--- config.mk ---
export PLATFORM = sky130hd
export DESIGN_NAME = kypd_key_event
export DESIGN_NICKNAME = d
export VERILOG_FILES = /design/src/rtl/kypd_pkg.sv /design/src/rtl/kypd_event_fifo.sv /design/src/rtl/kypd_key_event.sv
export SDC_FILE = /design/constraint.sdc
export NUM_CORES = 1
export LEC_CHECK = 0
export CAP_MARGIN = 10
export CORE_ASPECT_RATIO = 1.2
export CORE_MARGIN = 4
export CORE_UTILIZATION = 35
export DETAILED_ROUTE_END_ITERATION = 8
export GPL_TIMING_DRIVEN = 0
export PLACE_DENSITY = 0.61
export SETUP_SLACK_MARGIN = 0.4
export SYNTH_ARGS = -nofsm -noshare
export SYNTH_HDL_FRONTEND = slang
export SYNTH_HIERARCHICAL = 1
export SYNTH_SLANG_ARGS = --single-unit
--- constraint.sdc ---
create_clock -name clk -period 8.9 [get_ports clk]
set_input_delay 2.67 -clock clk [delete_from_list [all_inputs] [get_ports clk]]
set_output_delay 2.67 -clock clk [all_outputs]
set_load 0.05 [all_outputs]
--- src/rtl/kypd_pkg.sv ---
// kypd_pkg
// Shared definitions for the keypad key-event stage.
//   kypd_state_t          : qualification FSM state encoding
//   KEY_W                 : width of a decoded key code
//   DEFAULT_STABLE_CYCLES : default stability window, 10 ms at 100 MHz
package kypd_pkg;

  localparam int KEY_W = 4;

  // The stability window is expressed in milliseconds of the 100 MHz system clock
  localparam int CLK_MHZ               = 100;
  localparam int STABLE_MS             = 10;
  localparam int DEFAULT_STABLE_CYCLES = STABLE_MS * CLK_MHZ * 1000;

  typedef enum logic [1:0] {
    S_ARM  = 2'd0,
    S_IDLE = 2'd1,
    S_QUAL = 2'd2
  } kypd_state_t;

endpackage

--- src/rtl/kypd_event_fifo.sv ---
// kypd_event_fifo
// Small first-word-fall-through FIFO for event streams. The head entry is
// always presented on pop_data; a push into a full FIFO with no pop in the
// same cycle is dropped and flagged on drop for that cycle.
// Ports:
//   clk, rst_n : clock, asynchronous active-low reset
//   push       : write push_data this cycle
//   push_data  : data to write
//   pop        : consume the head this cycle (ignored while empty)
//   pop_data   : head entry
//   empty      : no entries buffered
//   count      : number of buffered entries
//   drop       : a push was discarded because the FIFO was full
module kypd_event_fifo #(
  parameter int DEPTH = 4,
  parameter int WIDTH = 4
) (
  input  logic                       clk,
  input  logic                       rst_n,
  input  logic                       push,
  input  logic [WIDTH-1:0]           push_data,
  input  logic                       pop,
  output logic [WIDTH-1:0]           pop_data,
  output logic                       empty,
  output logic [$clog2(DEPTH):0]     count,
  output logic                       drop
);

  localparam int PTR_W = $clog2(DEPTH);
  localparam logic [PTR_W:0] DEPTH_CNT = (PTR_W + 1)'(DEPTH);

  logic [WIDTH-1:0] mem [DEPTH];
  logic [PTR_W-1:0] wr_ptr;
  logic [PTR_W-1:0] rd_ptr;
  logic             full;
  logic             pop_ok;
  logic             push_ok;

  assign empty    = (count == '0);
  assign full     = (count == DEPTH_CNT);
  assign pop_data = mem[rd_ptr];

  // A pop frees a slot in the same cycle, so a push into a full FIFO is
  // still accepted when the head is consumed at the same time.
  assign pop_ok  = pop && !empty;
  assign push_ok = push && (!full || pop_ok);
  assign drop    = push && full && !pop_ok;

  // Storage, pointers and occupancy; pointers wrap naturally because
  // DEPTH is a power of two.
  always_ff @(posedge clk or negedge rst_n) begin
    if (!rst_n) begin
      for (int i = 0; i < DEPTH; i++) begin
        mem[i] <= '0;
      end
      wr_ptr <= '0;
      rd_ptr <= '0;
      count  <= '0;
    end else begin
      if (push_ok) begin
        mem[wr_ptr] <= push_data;
        wr_ptr      <= wr_ptr + 1'b1;
      end
      if (pop_ok) begin
        rd_ptr <= rd_ptr + 1'b1;
      end
      if (push_ok && !pop_ok) begin
        count <= count + 1'b1;
      end else if (pop_ok && !push_ok) begin
        count <= count - 1'b1;
      end
    end
  end

endmodule

--- src/rtl/kypd_key_event.sv ---
// kypd_key_event
// Qualifies changes of the held keypad code by a stability window, turns
// each accepted change into one key event and buffers events in a FWFT FIFO.
// Ports:
//   clk        : system clock
//   sys_rst_n  : asynchronous active-low reset
//   code_in    : decoded key code (held value)
//   key_valid  : FIFO head holds an event
//   key_code   : FIFO head event code
//   key_ready  : consumer accepts the head this cycle
//   fifo_count : number of buffered events
//   overflow   : sticky, an event was dropped on a full FIFO
//   last_key   : currently accepted stable code
module kypd_key_event
  import kypd_pkg::*;
#(
  parameter int STABLE_CYCLES = DEFAULT_STABLE_CYCLES,
  parameter int FIFO_DEPTH    = 4
) (
  input  logic                          clk,
  input  logic                          sys_rst_n,
  input  logic [KEY_W-1:0]              code_in,
  output logic                          key_valid,
  output logic [KEY_W-1:0]              key_code,
  input  logic                          key_ready,
  output logic [$clog2(FIFO_DEPTH):0]   fifo_count,
  output logic                          overflow,
  output logic [KEY_W-1:0]              last_key
);

  localparam int CNT_W = $clog2(STABLE_CYCLES);
  localparam logic [CNT_W-1:0] CNT_MAX = CNT_W'(STABLE_CYCLES - 1);

  kypd_state_t      state;
  logic [CNT_W-1:0] counter;
  logic [KEY_W-1:0] code_q;
  logic [KEY_W-1:0] cand;
  logic             fsm_push;
  logic             fifo_empty;
  logic             fifo_drop;

  // Single register stage in front of the FSM; the FSM only ever looks at code_q.
  always_ff @(posedge clk or negedge sys_rst_n) begin
    if (!sys_rst_n) begin
      code_q <= '0;
    end else begin
      code_q <= code_in;
    end
  end

  // The push strobe is combinational so the event enters the FIFO on the
  // same edge that the FSM accepts the candidate.
  assign fsm_push = (state == S_QUAL) && (code_q != last_key) &&
                    (code_q == cand) && (counter == CNT_MAX);

  // Qualification FSM. In S_ARM, cand doubles as "previous code_q" so the
  // baseline key is learnt without generating an event.
  always_ff @(posedge clk or negedge sys_rst_n) begin
    if (!sys_rst_n) begin
      state    <= S_ARM;
      counter  <= '0;
      cand     <= '0;
      last_key <= '0;
    end else begin
      case (state)
        S_ARM: begin
          if (code_q != cand) begin
            cand    <= code_q;
            counter <= '0;
          end else if (counter == CNT_MAX) begin
            last_key <= code_q;
            state    <= S_IDLE;
          end else begin
            counter <= counter + 1'b1;
          end
        end
        S_IDLE: begin
          if (code_q != last_key) begin
            cand    <= code_q;
            counter <= '0;
            state   <= S_QUAL;
          end
        end
        S_QUAL: begin
          if (code_q == last_key) begin
            state <= S_IDLE;
          end else if (code_q != cand) begin
            cand    <= code_q;
            counter <= '0;
          end else if (counter == CNT_MAX) begin
            last_key <= cand;
            state    <= S_IDLE;
          end else begin
            counter <= counter + 1'b1;
          end
        end
        default: begin
          state <= S_ARM;
        end
      endcase
    end
  end

  kypd_event_fifo #(
    .DEPTH (FIFO_DEPTH),
    .WIDTH (KEY_W)
  ) u_fifo (
    .clk       (clk),
    .rst_n     (sys_rst_n),
    .push      (fsm_push),
    .push_data (cand),
    .pop       (key_ready),
    .pop_data  (key_code),
    .empty     (fifo_empty),
    .count     (fifo_count),
    .drop      (fifo_drop)
  );

  assign key_valid = !fifo_empty;

  // Overflow latches on the first dropped event and is cleared only by reset.
  always_ff @(posedge clk or negedge sys_rst_n) begin
    if (!sys_rst_n) begin
      overflow <= 1'b0;
    end else if (fifo_drop) begin
      overflow <= 1'b1;
    end
  end

endmodule

==> reports/summary.md <==
• **outcome** completed
• **pwr dens** 184 nW/um^2
• **clock buffer depth** 2
• **classification of the worst-slack hold path** reg2reg
• **Post-Syn Instances** 267
• **number of pins with negative max-slew slack in the final report** 0
• **post-synthesis sequential area ratio** 48.6%
• **total count of hold-check failures in the final report** 0
• **worst-case headroom to the max-slew limit** 60.3%
• **buffers inserted during post-CTS setup optimization** 0
• **number of global-route vias before repair** 2290
• **number of sinks driven by the clock tree** 58
• **cell types with the highest counts after synthesis** 58 x sky130_fd_sc_hd__dfrtp_1, 34 x sky130_fd_sc_hd__a31oi_1, 23 x sky130_fd_sc_hd__nand2_1
• **FMAX** 0.200 GHz
• **EDFF count, synth** 0
• **later-pin clock latency in the skew report** 0.34 ns
• **internal power** 0.440 mW
• **area of the core** 8200 um^2
• **count of filler cells inserted in the layout** 816
• **Synth Cell Area** 2980 um^2
• **area of combinational cells with multiple inputs** 1430 um^2
• **Initial Utilization** 36.4%
• **max-cap viol count** 0
• **total number of nets in the final design** 312
• **DRC Markers** 0
• **maximum number of pins on one net before global-route repair** 35
• **layout cell share with drive strength beyond 1** 17.2%
• **number of gates resized after cts** 0
• **Slew @ Worst Pin** 0.595 ns
• **critical path capture point type** output port
• **final cell utilization of the core** 42.8%
• **unrepaired setup endpoints after global routing** false
• **routability congestion estimate** 0.909
• **global-route wire length before repair** 11100 um
• **Worst Path Arrival** 2.34 ns
• **peak supply drop** 0.200 mV
• **wire per inst** 15.3 um
• **sort of element at the start of the critical path** flip-flop
• **I/O pin cnt** 20
• **final setup violation count** 0
• **Syn-to-layout area delta** 17.7%
• **Yosys top cell area share** 48.6%
• **global-route congestion overflow total** 0
• **fraction of synthesis flops using an asynchronous set or reset pin** 100%
• **detailed router's first-iteration violation count** 64
• **Post-Synthesis Net Count** 281
• **number of buffers inserted by port buffering** 19
• **proportion of power drawn by the clock network** 33.9%
• **first drt pass iteration count** 5
• **hpwl dp** 4540 um
• **overall routing resource usage** 14.1%
• **minimum clock period** 5.01 ns
• **dominant cell type by area after synthesis** sky130_fd_sc_hd__dfrtp_1
• **dominant register cell in the synthesized netlist** sky130_fd_sc_hd__dfrtp_1
• **antenna violations before repair** 0
• **Total Die Area** 10100 um^2
• **FP Rows** 36
• **Final Routed Wirelength** 6370 um
• **diode insertion count for antenna repair** 0
• **final setup skew** 0.0120 ns
• **Final period util** 56.3%
• **required time of the critical path** 6.23 ns
• **leak pwr** 1.48 nW
• **total number of H-tree levels** 3
• **number of register bits inferred by synthesis** 58
• **hold-fix buffers at CTS** 0
• **Routed Antenna Nets** 0
• **number of CTS-inserted buffers** 9
• **reported net switching power** 0.206 mW
• **die span in x** 92.3 um
• **clock slew at reported path FFs** 0.07 ns
• **Avg Vias per Cell** 5.20
• **type of the setup path with the least slack** reg2out
• **Yosys cell types** 45
• **maximum fanout count along the critical path** 6
• **fraction of power consumed by sequential logic** 47.0%
• **cell chosen for the clock root** sky130_fd_sc_hd__clkbuf_8
• **Post-Route Setup TNS** 0 ns
• **sequential cell area** 1450 um^2
• **combinational group share of total power** 19.1%
• **die height** 109 um
• **switching power as a share of total power** 31.9%
• **count of vias placed by the detailed router** 2167
• **most numerous cell in the Yosys netlist** sky130_fd_sc_hd__dfrtp_1
• **synthesized area per cell** 11.2 um^2
• **TritonCTS clock tree** done
• **warning count from the yosys run** 6
• **top cells by area, synth** sky130_fd_sc_hd__dfrtp_1 49%, sky130_fd_sc_hd__a31oi_1 7.1%, sky130_fd_sc_hd__mux2_2 6.8%, sky130_fd_sc_hd__xnor2_1 3.5%, sky130_fd_sc_hd__mux4_2 3.0%
-- routing by layer --
metal | track usage (%) | wire (um) | vias up
met5 | 0 | 0 | -
met3 | 3.66 | 234 | 12
met2 | 22.7 | 3200 | 49
met1 | 17.7 | 2820 | 1060
li1 | - | - | 1046
met4 | 6.79 | 120 | 0
-- cell usage in the layout (no fill, tap or decap), types with 2 or more instances in the layout --
| cell type | n |
|---|---|
| sky130_fd_sc_hd__a21oi_1 | 7 |
| sky130_fd_sc_hd__a31oi_1 | 34 |
| sky130_fd_sc_hd__a41oi_1 | 5 |
| sky130_fd_sc_hd__and2_1 | 2 |
| sky130_fd_sc_hd__and3_1 | 7 |
| sky130_fd_sc_hd__and4_1 | 4 |
| sky130_fd_sc_hd__buf_2 | 6 |
| sky130_fd_sc_hd__buf_6 | 3 |
| sky130_fd_sc_hd__clkbuf_1 | 2 |
| sky130_fd_sc_hd__clkbuf_8 | 10 |
| sky130_fd_sc_hd__clkdlybuf4s50_1 | 18 |
| sky130_fd_sc_hd__clkinv_2 | 2 |
| sky130_fd_sc_hd__clkinvlp_4 | 3 |
| sky130_fd_sc_hd__dfrtp_1 | 58 |
| sky130_fd_sc_hd__ha_1 | 6 |
| sky130_fd_sc_hd__inv_1 | 8 |
| sky130_fd_sc_hd__mux2_1 | 4 |
| sky130_fd_sc_hd__mux2_2 | 18 |
| sky130_fd_sc_hd__mux2i_1 | 6 |
| sky130_fd_sc_hd__mux4_2 | 4 |
| sky130_fd_sc_hd__nand2_1 | 23 |
| sky130_fd_sc_hd__nand2b_1 | 3 |
| sky130_fd_sc_hd__nand3_1 | 3 |
| sky130_fd_sc_hd__nand4_1 | 4 |
| sky130_fd_sc_hd__nor2_1 | 14 |
| sky130_fd_sc_hd__nor2b_1 | 3 |
| sky130_fd_sc_hd__o21ai_0 | 6 |
| sky130_fd_sc_hd__or3_1 | 5 |
| sky130_fd_sc_hd__xnor2_1 | 12 |
| sky130_fd_sc_hd__xor2_1 | 2 |
-- power groups by stage --
stage	registers, mW	logic, mW	clock network (mW)
floorplan	0.327	0.0633	0
global placement	0.307	0.123	0
detailed placement	0.308	0.126	0
CTS	0.304	0.126	0.227
global route	0.307	0.134	0.240
finish	0.303	0.124	0.219
-- registers in the layout, summed over array words and instances, names as in the netlist --
signal,flops
u_fifo/rd_ptr,2
last_key,4
code_q,4
overflow,1
cand,4
u_fifo/wr_ptr,2
u_fifo/count,3
counter,20
u_fifo/mem,16
state,2
-- final timing paths --
check / from / slack (ns) / cells after the start / to
setup / recovery: u_fifo/rd_ptr[0]$_DFFE_PN0P_ / 3.89 / 3 / key_code[1]
hold / removal: overflow$_DFFE_PN0P_ / 0.47 / 1 / overflow$_DFFE_PN0P_
setup reg to reg: counter[0]$_DFFE_PN0P_ / 5.33 / 12 / u_fifo/count[2]$_DFFE_PN0P_
hold reg to reg: overflow$_DFFE_PN0P_ / 0.47 / 1 / overflow$_DFFE_PN0P_
max in group asynchronous: sys_rst_n / 5.99 / 2 / u_fifo/mem[3]$_DFFE_PN0P_
min in group asynchronous: sys_rst_n / 2.33 / 1 / counter[12]$_DFFE_PN0P_
-- cells by family after synthesis --
group                    Yosys count  share of synthesized area, %
AO/OA/AOI/OAI                     59                          13.0
XOR/XNOR                          14                          4.11
adder cells (fa/ha/maj)            7                          3.19
buffers and inverters             19                          3.35
flip-flops                        58                          48.6
multiplexers                      32                          13.3
AND/OR/NAND/NOR                   78                          14.4
-- cell type report --
cell class	count	area share, %
clock inverters	6	1.18
plain buffers	11	2.00
repair buffers	20	5.84
inverters	8	0.855
well taps	114	4.06
multi-input cells	190	40.8
clock buffers	10	3.92
flip-flops and latches	58	41.3
-- metrics by stage --
step / instances / worst slack [ns] / hold WS [ns] / power (mW) / cell area, um^2
final: 417 / 3.89 / 0.470 / 0.646 / 3510
after detailed placement: 401 / 4.10 / 0.463 / 0.433 / 3330
after CTS: 417 / 3.85 / 0.479 / 0.656 / 3510
after global placement: 400 / 3.35 / 0.458 / 0.430 / 3320
after global routing: 417 / 3.78 / 0.492 / 0.681 / 3510
after floorplan: 267 / 4.75 / 0.443 / 0.390 / 2980
-- worst max-delay path, cell delays in order (launching register included) --
cell and delay, ns:
sky130_fd_sc_hd__dfrtp_1 0.33, sky130_fd_sc_hd__clkbuf_1 0.38, sky130_fd_sc_hd__mux4_2 0.58, sky130_fd_sc_hd__clkdlybuf4s50_1 0.72
(Power assumes the default switching activity.)
